**config.mk**
```make
export PLATFORM = sky130hd
export DESIGN_NAME = div_lrtl
export DESIGN_NICKNAME = d
export VERILOG_FILES = /design/src/rtl/div_lrtl.sv
export SDC_FILE = /design/constraint.sdc
export NUM_CORES = 1
export LEC_CHECK = 0
export ABC_AREA = 1
export CAP_MARGIN = 20
export CORE_MARGIN = 8
export CORE_UTILIZATION = 41
export CTS_CLUSTER_DIAMETER = 40
export DETAILED_ROUTE_END_ITERATION = 8
export HOLD_SLACK_MARGIN = 0.12
export PLACE_DENSITY_LB_ADDON = 0.08
export SYNTH_ARGS = -nofsm -noshare
export SYNTH_HDL_FRONTEND = slang
export SYNTH_SLANG_ARGS = --single-unit
```
**constraint.sdc**
```tcl
create_clock -name clk -period 1.5 [get_ports clk]
set_input_delay 0.375 -clock clk [delete_from_list [all_inputs] [get_ports clk]]
set_output_delay 0.375 -clock clk [all_outputs]
set_load 0.02 [all_outputs]
```
**src/rtl/div_lrtl.sv**
```systemverilog
`timescale 1ns/1ps
// -----------------------------------------------------------------------------
// div_lrtl -- sequential restoring divider (companion of the 4x4 multiplier)
//
// Divides a DW-bit dividend by a VW-bit divisor, producing one quotient bit
// per clock, MSB first. A start/done handshake carries operands in and the
// quotient/remainder out. Dividing by zero finishes after a single cycle with
// an all-ones quotient, the low dividend bits as remainder, and the dz flag.
//
// Parameters:
//   DW  dividend / quotient width (>= 2)
//   VW  divisor / remainder width (1 <= VW <= DW)
//
// Ports:
//   clk    in   1   rising-edge clock
//   rst_n  in   1   synchronous active-low reset
//   start  in   1   request, sampled only while not busy
//   a      in   DW  dividend, captured on an accepted start
//   b      in   VW  divisor, captured on an accepted start
//   busy   out  1   high while a division is iterating
//   done   out  1   one-cycle pulse, q/r/dz valid
//   q      out  DW  quotient, held until the result of the next operation
//   r      out  VW  remainder, held likewise
//   dz     out  1   divide-by-zero flag, held with q/r
//   err    out  1   (only with DIV_LRTL_CHECK_EN) round-trip check failure
//
// Build option:
//   DIV_LRTL_CHECK_EN  adds the err output, which in the done cycle flags
//                      q*b + r != a for non-zero divisors.
// -----------------------------------------------------------------------------
module div_lrtl #(
  parameter int DW = 8,
  parameter int VW = 4
) (
  input  logic          clk,
  input  logic          rst_n,
  input  logic          start,
  input  logic [DW-1:0] a,
  input  logic [VW-1:0] b,
  output logic          busy,
  output logic          done,
  output logic [DW-1:0] q,
  output logic [VW-1:0] r,
  output logic          dz
`ifdef DIV_LRTL_CHECK_EN
  ,
  output logic          err
`endif
);

  // Counter only has to hold DW-1.
  localparam int CW = (DW > 1) ? $clog2(DW) : 1;

  typedef enum logic [1:0] {
    S_IDLE = 2'b00,
    S_RUN  = 2'b01,
    S_DONE = 2'b10
  } state_e;

  state_e        state_q, state_d;
  // Dividend shift register; quotient bits enter at the LSB as dividend bits
  // leave at the MSB, so after DW steps it holds the quotient.
  logic [DW-1:0] dvd_q, dvd_d;
  logic [VW-1:0] dvs_q, dvs_d;
  // Stored partial remainder is always < divisor, so VW bits are enough;
  // only the shifted trial value needs the extra bit.
  logic [VW-1:0] pr_q, pr_d;
  logic [CW-1:0] cnt_q, cnt_d;
  logic [DW-1:0] q_q, q_d;
  logic [VW-1:0] r_q, r_d;
  logic          dz_q, dz_d;
  logic          busy_q, busy_d;
  logic          done_q, done_d;

  logic [VW:0]   pr_shift;
  logic [VW-1:0] pr_sub;
  logic          qbit;

`ifdef DIV_LRTL_CHECK_EN
  logic [DW-1:0]    a_q, a_d;
  logic [DW+VW-1:0] chk_prod;
  logic [DW+VW-1:0] chk_sum;
`endif

  // State and datapath registers, synchronous active-low reset.
  always_ff @(posedge clk) begin
    if (!rst_n) begin
      state_q <= S_IDLE;
      dvd_q   <= {DW{1'b0}};
      dvs_q   <= {VW{1'b0}};
      pr_q    <= {VW{1'b0}};
      cnt_q   <= {CW{1'b0}};
      q_q     <= {DW{1'b0}};
      r_q     <= {VW{1'b0}};
      dz_q    <= 1'b0;
      busy_q  <= 1'b0;
      done_q  <= 1'b0;
`ifdef DIV_LRTL_CHECK_EN
      a_q     <= {DW{1'b0}};
`endif
    end else begin
      state_q <= state_d;
      dvd_q   <= dvd_d;
      dvs_q   <= dvs_d;
      pr_q    <= pr_d;
      cnt_q   <= cnt_d;
      q_q     <= q_d;
      r_q     <= r_d;
      dz_q    <= dz_d;
      busy_q  <= busy_d;
      done_q  <= done_d;
`ifdef DIV_LRTL_CHECK_EN
      a_q     <= a_d;
`endif
    end
  end

  // Next-state, iteration step and result capture.
  always_comb begin
    state_d = state_q;
    dvd_d   = dvd_q;
    dvs_d   = dvs_q;
    pr_d    = pr_q;
    cnt_d   = cnt_q;
    q_d     = q_q;
    r_d     = r_q;
    dz_d    = dz_q;
`ifdef DIV_LRTL_CHECK_EN
    a_d     = a_q;
`endif

    // One restoring step: bring down the next dividend bit and try to
    // subtract. The subtraction result is < divisor, so it fits VW bits.
    pr_shift = {pr_q, dvd_q[DW-1]};
    pr_sub   = pr_shift[VW-1:0] - dvs_q;
    qbit     = 1'b0;

    case (state_q)
      S_IDLE, S_DONE: begin
        if (start) begin
          dvs_d = b;
`ifdef DIV_LRTL_CHECK_EN
          a_d   = a;
`endif
          if (b != {VW{1'b0}}) begin
            state_d = S_RUN;
            dvd_d   = a;
            pr_d    = {VW{1'b0}};
            cnt_d   = CW'(DW - 1);
          end else begin
            // Divide by zero: skip iteration, report immediately.
            state_d = S_DONE;
            q_d     = {DW{1'b1}};
            r_d     = a[VW-1:0];
            dz_d    = 1'b1;
          end
        end else begin
          state_d = S_IDLE;
        end
      end

      S_RUN: begin
        if (pr_shift >= {1'b0, dvs_q}) begin
          pr_d = pr_sub;
          qbit = 1'b1;
        end else begin
          pr_d = pr_shift[VW-1:0];
          qbit = 1'b0;
        end
        dvd_d = {dvd_q[DW-2:0], qbit};

        if (cnt_q != {CW{1'b0}}) begin
          cnt_d = cnt_q - CW'(1);
        end else begin
          // Last step: publish the freshly completed quotient/remainder.
          state_d = S_DONE;
          q_d     = dvd_d;
          r_d     = pr_d;
          dz_d    = 1'b0;
        end
      end

      default: begin
        state_d = S_IDLE;
      end
    endcase

    busy_d = (state_d == S_RUN);
    done_d = (state_d == S_DONE);
  end

`ifdef DIV_LRTL_CHECK_EN
  // Round-trip check on the registered result: a == q*b + r.
  always_comb begin
    chk_prod = (DW+VW)'(q_q) * (DW+VW)'(dvs_q);
    chk_sum  = chk_prod + (DW+VW)'(r_q);
    if (done_q && !dz_q) begin
      err = (chk_sum != (DW+VW)'(a_q));
    end else begin
      err = 1'b0;
    end
  end
`endif

  assign busy = busy_q;
  assign done = done_q;
  assign q    = q_q;
  assign r    = r_q;
  assign dz   = dz_q;

endmodule

```
# After elaboration in Yosys (flattened, before gate mapping)
# Cells that the tools add are included.
[classes]
add_sub_neg = 2
magnitude_cmp = 1
n_eq_ne = 9
mux = 28
n_reduce_logical = 9
[ops]
columns = ["op", "count"]
rows = [
  ["2-to-1 mux 8 bit", 5],
  ["case mux 8 bit (2 select lines)", 2],
  ["2-to-1 mux 4 bit", 6],
  ["case mux 4 bit (2 select lines)", 2],
  ["inequality test 2 bit (second input constant)", 5],
  ["2-to-1 mux 3 bit", 3],
  ["AND reduction 4 bit", 2],
  ["2-to-1 mux 2 bit", 3],
  ["case mux 3 bit (2 select lines)", 1],
  [">= comparator 5 x 4 -> 1 bit", 1],
  ["== test 2 x 1 -> 1 bit (second input constant)", 2],
  ["== test 2 bit (second input constant)", 2],
  ["2-to-1 mux 1 bit", 4],
  ["case mux 2 bit (2 select lines)", 1],
  ["nonzero test 4 bit", 1],
  ["subtractor 4 bit", 1],
  ["AND reduction 3 bit", 1],
  ["nonzero test 3 bit", 1],
  ["subtractor 3 x 1 -> 3 bit (second input constant)", 1],
  ["logical NOT 2 bit", 1],
  ["case mux 1 bit (2 select lines)", 1],
  ["AND reduction 2 bit", 1],
  ["nonzero test 2 bit", 1],
  ["OR reduction 2 bit", 1],
]
[totals]
regBits = 36
input_bits = 15
out_inout_bits = 15
word_cells = 59

# Logic depth before layout (Yosys ltp)
# Gate-level depths: netlist of the first run.
[logic_depth]
depth_word = 5
depth_mapped = 12
mapped_depth_nobuf = 12

# Least setup slack after synthesis of the first run
# No wires, ideal clock.
[synth_path]
path_kind = "register -> register"
start = "register dvs_q[2]"
end = "register pr_q[0]"
setup_time_ns = 0.110
arrival_ns = 1.427
required_time_ns = 1.390
slack_ns = -0.037
stages_incl_launch_ff = 11
n_path_buf = 0
synth_period_minus_slack_ns = 1.537
cell_sequence = "dfxtp_1 > inv_1 > ha_1 > a21oi_1 > nand2_1 > nand2_1 > nand2_1 > nand3_1 > nand3_1 > nand2_1 > inv_1"
[synth_via]
elab_chain_cells = 3
[synth_rtl]
columns = ["element", "line", "source"]
rows = [
  ["from (decl)", "64", "logic [VW-1:0] dvs_q, dvs_d;"],
  ["from (signal assigned)", "90", "dvs_q <= {VW{1'b0}};"],
  ["from (signal assigned)", "104", "dvs_q <= dvs_d;"],
  [">= comparator 5 x 4 -> 1 bit", "163", "if (pr_shift >= {1'b0, dvs_q}) begin"],
  ["2-to-1 mux 4 bit", "163", ""],
  ["case mux 4 bit (2 select lines)", "138", "case (state_q)"],
  ["to (signal assigned)", "91", "pr_q <= {VW{1'b0}};"],
  ["to (signal assigned)", "105", "pr_q <= pr_d;"],
  ["to (decl)", "67", "logic [VW-1:0] pr_q, pr_d;"],
]
# Every way passes these cells.
# A chain may end at the register's enable or synchronous reset.

# Final worst setup path of the first run
[layout_path]
start = "register dvs_q[2]"
end = "register pr_q[1]"
# The elaborated chain is that of the path after synthesis.

==> results of run 1 <==
==> cell usage after synthesis (2+ instances only) <==
cell type	n	area (um2)
buf_4	2	15.01
nor2_1	23	86.33
nand4_1	5	31.28
nor2_4	2	22.52
nand2_1	31	116.4
inv_1	39	146.4
nand3_1	24	120.1
dfxtp_1	36	720.7
o211ai_1	3	22.52
a21oi_1	21	105.1
buf_6	2	22.52
o21ai_0	16	80.08
buf_2	2	10.01
inv_2	4	15.01
clkbuf_1	3	11.26
o21ai_1	9	45.04
ha_1	6	75.07
a21boi_0	2	15.01
nand3_2	2	20.02
==> sequential cells by signal, indices dropped and copies added, names as in the netlist <==
| register | count |
|---|---|
| dvd_q | 8 |
| q | 8 |
| dvs_q | 4 |
| pr_q | 4 |
| r | 4 |
| cnt_q | 3 |
| state_q | 2 |
| busy | 1 |
| done | 1 |
| dz | 1 |
==> worst max-delay path: cells and delay by family (launching register included) <==
| family | cells | cell delay [ps] |
|---|---|---|
| and+or+nand+nor | 7 | 490 |
| DFF | 1 | 320 |
| adders and majority gates | 1 | 270 |
| buffers and inverters | 4 | 250 |
==> worst max path at each step <==
stage                          start                    to  slack, ps  depth (start not counted)
5_1_grt        dvs_q[2]$_SDFFE_PN0P_  pr_q[1]$_SDFFE_PN0P_        -30                         12
3_5_place_dp                    b[3]     q[3]$_SDFFE_PN0P_       -240                          7
4_1_cts        dvd_q[7]$_SDFFE_PN0P_     r[1]$_SDFFE_PN0P_          3                          8
2_1_floorplan  dvs_q[2]$_SDFFE_PN0P_  pr_q[0]$_SDFFE_PN0P_          2                         10
6_report       dvs_q[2]$_SDFFE_PN0P_  pr_q[1]$_SDFFE_PN0P_         50                         12
3_3_place_gp                    b[3]     r[1]$_SDFFE_PN0P_       -210                          9
==> metrics by stage <==
step                power (mW)  cells  TNS, ps
floorplan                1.571    238        0
CTS                      2.741    339        0
global placement         1.880    330    -4990
global route             2.924    339   -47.65
finish                   2.773    339        0
detailed placement       1.887    330    -5522
==> per-layer routing <==
metal	up-vias	wire length [um]
li1	868	-
met1	720	2120
met4	0	83
met5	-	0
met2	23	1836
met3	8	135
==> power by group through the flow <==
stage               combinational, mW  clock [mW]  sequential [mW]
global route                    0.897       0.903             1.12
floorplan                       0.402           0             1.17
detailed placement              0.759           0             1.13
finish                          0.807       0.854             1.11
CTS                             0.762       0.872             1.11
global placement                0.749           0             1.13
==> area by class of cell <==
class | count | area (um2)
sequential | 36 | 728.2
timing repair buffer | 52 | 491.7
tap | 50 | 62.56
clock inverter | 2 | 35.03
inverter | 43 | 163.9
multi-input combinational | 150 | 905.9
clock buffer | 6 | 72.57
fill | 395 | 1598
==> logic make-up (layout without fill, tap and decap cells) <==
kind of cell | count (synthesis) | in the layout
and+or+nand+nor | 90 | 90
buffers and inverters | 52 | 103
AOI/OAI and AO/OA | 51 | 51
DFF | 36 | 36
adders and majority gates | 7 | 7
xor gates and xnor gates | 2 | 2
==> repair_timing <==
action | CTS | global route
pin swaps | 3 | 15
resized for setup | 24 | 26
endpoints found under the setup margin | 25 | 19
gates cloned | 0 | 0
setup buffers | 1 | 0
hold endpoints to repair | 0 | 0
==> run metrics, run 1 <==
Util after Layout 0.6062; DP HPWL 3.083 mm; clk_skew 5.301 ps; worst reg2reg path startpoint dvs_q[2]$_SDFFE_PN0P_; DRC errors left 0; Hold Path Origin cnt_q[0]$_SDFFE_PN0P_; slowest library cell on the worst path dfxtp_2; WL per Instance 12.32 um; antenna violation net count after detailed routing 0; Hold Slack 463.3 ps; syn_nets 260; CP Capture Type register; Hold Path Class register to register; fmax 0.6901 GHz; Seq/Total Area, Yosys 0.4117; status finished clean; Clk pwr share 0.308; CTS tree yes; switching fraction of total power 0.3109; final hold vios 0; Max Fanout on Critical Path 4; number of CTS-inserted buffers 5; ys flop type dfxtp_1; CTS Sinks 36; design area 2460 um2; Seq pwr share 0.401; largest net degree at the start of global routing 17; xor/xnor share of the synthesized area 0.01001; Cell Int Power 1.911 mW; Slew HR 0.7249; Cell variety after synth 25; max cap viols 0; post-synthesis mux area share 0; I/O Buffers 29; final period utilization 0.9660; Cell Rows 23; WL final 4.176 mm; die width 81.34 um; Mapped Cells 238; Area growth syn-to-layout 40.53%; FF+latch count, synth 36; # nets final 310; cells along the critical path inv_2 -> ha_4 -> nand2_2 -> inv_2 -> nand2_1 -> nand2_1 -> nand2_2 -> buf_6 -> nand4_1 -> nand3_2 -> nand2_1 -> inv_1; H-tree levels 2; # setup viols final 0; Mean Syn Cell Area 7.355 um2; Max IR drop VDD 0.6425 mV; clk buf depth 2; cts hold-fix bufs 0; initial core utilization 0.4314; first-pass GRT wire length 6.996 mm; antenna violations before repair 0; met3 usage 0.03974; vias in the first global route 1572; GRT Residual Overflow 0; layout cells sized above 1 0.2422; power per cell area 1127 nW/um2; Die Ht 81.34 um; startpoint types register; pre-CTS WS -241.9 ps; Comb power frac 0.291; Post-Synth Simple-Gate Area 0.2452; first-pass detailed-route iteration total 4; worst setup margin 50.98 ps; R2R Setup Slk 50 ps; hold endpoint cnt_q[0]$_SDFFE_PN0P_; leakage power 1.231 nW; Yosys warning count 0; Critical Path AT 1640 ps; met1 Usage GRT 0.1694; Post-synth EDFFs 0; core area 4058 um2; io pins 30; initial DRC count 42; most frequent cells in the layout inv_1, dfxtp_1, nand2_1; Clock Latency Late Sink 290 ps; worst stage delay on the critical path 320 ps; post-synthesis async set-or-reset flop share 0; CP dominant cell by count nand2_1; Reg clk slew, reported paths 70 ps; reg2reg end pr_q[1]$_SDFFE_PN0P_; GRT Util Overall 0.1336; Worst Path Required 1690 ps; via count 1619; Synth Area in Compound Gates 0.1530; vias per cell 4.776; Tightest Pin Transition 412.3 ps; diodes inserted 0; gpl congestion 0.7892; most common cell after layout, fill and taps aside inv_1; Period minus WS final 1449 ps; RSZ-0062 raised after global routing yes; WS Path Type register to register; busiest layer in global routing met2; post-synthesis instance area 1750 um2; net switching power 0.8620 mW; hold path depth 2; max-slew violations 0; Root Driver clkbuf_8; Post-Synth Adder-Cell Area 0.05432; met2 Use GR 0.2037; placed inst area 2251 um2; die area 6616 um2; main combinational cell family by area after synthesis simple AND/OR/NAND/NOR gates; R2R cell count 12
Note: power is estimated with default switching activity, not from simulation.
==> inputs of run 2 (changes only) <==
- REMOVE_ABC_BUFFERS: not set -> 1
- TNS_END_PERCENT: not set -> 5
==> run 2 against run 1 <==
Setup slack lost 0.52 ps. Core utilization shrank 0.62 points. Power down 5.0%. Die area stayed put.
==> run metrics, run 2 (synthesis results as in run 1) <==
H-tree levels 2 (unchanged); placed cell count 334 (+1.2%); startpoint types register; antenna violation net count after detailed routing 0 (unchanged); Max Fanout on Critical Path 4 (unchanged); Util after Layout 0.6001 (-0.006167); M1 WL 2.116 mm (-0.19%); Critical Path AT 1640 ps (about the same); initial DRC count 78 (+86%); io pins 30 (unchanged); Hold Path Origin q[7]$_SDFFE_PN0P_; Worst Setup SP dvs_q[2]$_SDFFE_PN0P_; fill count 397 (+0.51%); first-pass detailed-route iteration total 4 (unchanged); core area 4058 um2 (unchanged); hold path depth 2 (unchanged); Area growth syn-to-layout 39.10%; power per cell area 1082 nW/um2 (-4.0%); most frequent cells in the layout inv_1, dfxtp_1, nand2_1; DP HPWL 3.107 mm (+0.78%); die area 6616 um2 (unchanged); worst reg2reg path startpoint dvs_q[2]$_SDFFE_PN0P_; gpl congestion 0.8335 (+5.6%); met3 WL 174 um (+29%); fmax 0.6899 GHz (about the same); Worst Path Required 1690 ps (about the same); max cap viols 0 (unchanged); initial core utilization 0.4314 (unchanged); I/O Buffers 29 (unchanged); Hold Slack 462.2 ps (-1.087 ps); # setup viols final 0 (unchanged); final period utilization 0.9664 (about the same); Reg clk slew, reported paths 70 ps (about the same); GRT Residual Overflow 0 (unchanged); # nets final 314 (+1.3%); Max IR drop VDD 0.7002 mV (+9.0%); largest net degree at the start of global routing 18 (+1); Slew HR 0.7453 (+0.02047); leakage power 1.220 nW (-0.90%); Tightest Pin Transition 381.6 ps (-30.67 ps); clk_skew 5.329 ps (+0.02747 ps); R2R cell count 12 (unchanged); met2 WL 1.963 mm (+6.9%); Hold Path Class register to register; layout cells sized above 1 0.2321 (-0.01013); vias per cell 4.764 (-0.25%); WL final 4.328 mm (+3.6%); final std cells w/o fill 343 (+1.2%); Die Ht 81.34 um (unchanged); Clock Latency Late Sink 290 ps (about the same); final hold vios 0 (unchanged); WL per Instance 12.62 um (+2.4%); WS Path Type register to register; Power, Total 2.634 mW (-5.0%); top sig layer met4; RSZ-0062 raised after global routing yes; number of CTS-inserted buffers 5 (unchanged); GRT Util Overall 0.1400 (+0.006400); diodes inserted 0 (unchanged); antenna violations before repair 0 (unchanged); status finished clean; DRC errors left 0 (unchanged); CP Capture Type register; CTS Sinks 36 (unchanged); R2R Setup Slk 50 ps (about the same); clk buf depth 2 (unchanged); Period minus WS final 1450 ps (+0.5203 ps); Root Driver clkbuf_8; first-pass GRT wire length 7.286 mm (+4.1%); die width 81.34 um (unchanged); most common cell after layout, fill and taps aside inv_1; Cell Rows 23 (unchanged); via count 1634 (+0.93%); max-slew violations 0 (unchanged); CTS tree yes; vias in the first global route 1626 (+3.4%)
==> run 2: cell types whose count changed in the layout (fill, tap and decap cells not counted), sizes merged <==
cell,before,now
buf,23,27
bufinv,1,0
clkbuf,6,8
clkdlybuf4s50,13,14
clkinv,1,0
dlymetal6s2s,1,0
==> run 2: worst max-delay path, stage by stage, from the launching register on <==
cell	delay [ps]
dfxtp_2	320
inv_2	40
ha_4	280
nand2_2	60
inv_2	40
nand2_1	40
nand2_1	70
nand2_2	80
buf_6	130
nand4_1	110
nand3_1	90
nand2_1	70
inv_1	40
==> run 2: timing repair <==
| item | in CTS | in global routing |
|---|---|---|
| buffers inserted | 0 | 1 |
| hold buffers | 0 | 0 |
| resized for setup | 21 | 24 |
| pin swaps | 0 | 7 |
| setup endpoints to repair | 25 | 20 |
| gates cloned | 0 | 0 |
==> run 2: where the power goes <==
group	switching [mW]	internal [mW]	total, mW
Clock	0.341	0.375	0.716
Combinational	0.445	0.364	0.808
Sequential	0.0532	1.06	1.11
==> run 2: final timing paths <==
kind / endpoint
setup / recovery: pr_q[2]$_SDFFE_PN0P_
hold / removal: q[7]$_SDFFE_PN0P_
setup reg to reg: pr_q[2]$_SDFFE_PN0P_
hold reg to reg: q[7]$_SDFFE_PN0P_
==> run 2: stage by stage <==
step | instance area, um2 | TNS, ps | setup WS, ps
final | 2435 | 0 | 50.46
after global routing | 2435 | -363.7 | -75.11
after detailed placement | 2252 | -6093 | -245.0
after CTS | 2346 | 0 | 1.018
after global placement | 2252 | -5194 | -210.9
after floorplan | 1692 | -289.3 | -32.71
==> run 2: area by class of cell <==
| class | instances | area, um2 | share of cell area |
|---|---|---|---|
| Multi-Input combinational cell | 150 | 903.4 | 0.3710 |
| Sequential cell | 36 | 726.9 | 0.2986 |
| Timing Repair Buffer | 56 | 490.5 | 0.2014 |
| Inverter | 43 | 161.4 | 0.06629 |
| Clock buffer | 8 | 90.09 | 0.03700 |
| Tap cell | 50 | 62.56 | 0.02569 |
==> run 2: layer usage <==
layer / up-vias / global-route usage
met5: - / 0
met4: 0 / 0.05357
met3: 10 / 0.04857
met2: 35 / 0.2204
met1: 720 / 0.1713
li1: 869 / -
==> inputs of run 3 (changes only) <==
- CAP_MARGIN: 20 -> 30
- CTS_CLUSTER_DIAMETER: 40 -> 30
- TNS_END_PERCENT: 5 -> 10
==> run 3 against run 2 <==
First-iteration DRC count up 14%. Setup slack worse by 2.3 ps. Global-route usage unchanged. Clock power about the same. Sequential power about the same. Register-to-register slack about the same. Core utilization up 0.19 points. Combinational power up 1%. Wire length up 0.58%. Via count up 0.31%. Maximum frequency down 0.16%. Critical endpoint unchanged. Largest cell class unchanged.
==> run metrics, run 3 (synthesis results as in run 1) <==
leakage power 1.225 nW (+0.42%); final std cells w/o fill 344 (+0.29%); GRT Util Overall 0.1400 (unchanged); fmax 0.6888 GHz (-0.16%); most frequent cells in the layout inv_1, dfxtp_1, nand2_1, buf_4, nor2_1; cts hold-fix bufs 0 (unchanged); Area growth syn-to-layout 39.53%; H-tree levels 2 (unchanged); met3 usage 0.04857 (unchanged); switching fraction of total power 0.3186 (about the same); CP dominant cell by count nand2_1; DP HPWL 3.107 mm (unchanged); io pins 30 (unchanged); max-slew violations 0 (unchanged); number of CTS-inserted buffers 5 (unchanged); WS Path Type register to register; cells along the critical path inv_2 -> ha_4 -> nand2_2 -> inv_2 -> nand2_1 -> nand2_1 -> nand2_2 -> buf_6 -> nand4_1 -> nand3_1 -> nand2_1 -> inv_1; Seq pwr share 0.420 (about the same); Cell Int Power 1.801 mW (+0.34%); Hold Path Origin q[7]$_SDFFE_PN0P_; vias per cell 4.765 (about the same); power per cell area 1082 nW/um2 (about the same); clk_skew 5.547 ps (+0.2187 ps); initial DRC count 89 (+14%); die area 6616 um2 (unchanged); CP Capture Type register; met2 Use GR 0.2204 (unchanged); max cap viols 0 (unchanged); die width 81.34 um (unchanged); via count 1639 (+0.31%); largest net degree at the start of global routing 18 (unchanged); startpoint types register; CTS tree yes; Worst Setup SP dvs_q[1]$_SDFFE_PN0P_; Crit path max-delay family simple AND/OR/NAND/NOR gates; Critical Path AT 1650 ps (about the same); gpl congestion 0.8335 (unchanged); net switching power 0.8419 mW (+0.30%); met1 Usage GRT 0.1713 (unchanged); Root Driver clkbuf_8; Period minus WS final 1452 ps (+2.285 ps); worst stage delay on the critical path 340 ps (+20 ps); first-pass GRT wire length 7.286 mm (unchanged); status finished clean; GRT Residual Overflow 0 (unchanged); WL final 4.353 mm (+0.58%); Reg clk slew, reported paths 70 ps (about the same); setup total negative slack 0 ps (unchanged); final period utilization 0.9679 (+0.001523); diodes inserted 0 (unchanged); slowest library cell on the worst path dfxtp_2; Max Fanout on Critical Path 4 (unchanged); most common cell after layout, fill and taps aside inv_1; WL per Instance 12.65 um (+0.29%); core area 4058 um2 (unchanged); placed cell count 334 (unchanged); Buf/Inv on CP 4 (unchanged); antenna violations before repair 0 (unchanged); placed inst area 2252 um2 (unchanged); Power, Total 2.643 mW (+0.33%); Slew HR 0.7453 (unchanged); first-pass detailed-route iteration total 4 (unchanged); Die Ht 81.34 um (unchanged); Util after Layout 0.6019 (+0.001850); initial core utilization 0.4314 (unchanged); pre-CTS WS -245.0 ps (unchanged); RSZ-0062 raised after global routing yes; worst setup margin 48.17 ps (-2.285 ps); Clk pwr share 0.271 (about the same); vias in the first global route 1626 (unchanged); Cell Rows 23 (unchanged); # setup viols final 0 (unchanged); design area 2442 um2 (+0.31%); worst reg2reg path startpoint dvs_q[1]$_SDFFE_PN0P_; I/O Buffers 29 (unchanged); Hold Slack 462.2 ps (unchanged); Worst Path Required 1690 ps (about the same); CTS Sinks 36 (unchanged); Comb power frac 0.309 (+0.002); layout cells sized above 1 0.2347 (+0.002612); Max IR drop VDD 0.6993 mV (-0.13%); Clock Latency Late Sink 290 ps (about the same); busiest layer in global routing met2; Hold Path Class register to register; # nets final 315 (+0.32%); final hold vios 0 (unchanged); Tightest Pin Transition 381.6 ps (unchanged); clk buf depth 2 (unchanged); DRC errors left 0 (unchanged); antenna violation net count after detailed routing 0 (unchanged)
==> run 3: cell count changes in the layout (fill, tap and decap cells not counted), sizes merged <==
cell  change
buf       +1
==> run 3: worst reg2reg max path, cell delays in order (launching register included) <==
cell and delay, ps:
dfxtp_2 340, inv_2 40, ha_4 260, nand2_2 60, inv_2 40, nand2_1 40, nand2_1 70, nand2_2 80
buf_6 130, nand4_1 110, nand3_1 90, nand2_1 70, inv_1 40
==> run 3: layer usage <==
layer	wire length [um]	vias up
met2	1975	35
met3	174	10
met1	2130	723
met5	0	-
li1	-	871
met4	73	0
==> run 3: timing repair <==
action                                  in CTS  in global routing
pin swaps                                    0                  7
resized for setup                           21                 24
endpoints found under the setup margin      25                 20
cloned                                       0                  0
buffers inserted                             0                  2
==> run 3: path summary, 6_finish.rpt <==
path	endpoint	slack [ps]	cells after the start
max	pr_q[2]$_SDFFE_PN0P_	50	12
min	q[7]$_SDFFE_PN0P_	460	2
max reg2reg	pr_q[2]$_SDFFE_PN0P_	50	12
min reg2reg	q[7]$_SDFFE_PN0P_	460	2
==> run 3: layout make-up <==
class	instances	area (um2)
fillers	394	1615
flip-flops and latches	36	726.9
multi-input cells	150	903.4
repair buffers	57	498.0
clock buffers	8	90.09
well taps	50	62.56
inverters	43	161.4
==> run 3: power groups by stage <==
stage / Sequential [mW] / Combinational, mW / Clock, mW
6_report: 1.11 / 0.816 / 0.717
5_1_grt: 1.12 / 0.914 / 0.780
4_1_cts: 1.10 / 0.745 / 0.735
3_5_place_dp: 1.13 / 0.755 / 0
3_3_place_gp: 1.13 / 0.749 / 0
2_1_floorplan: 1.17 / 0.369 / 0
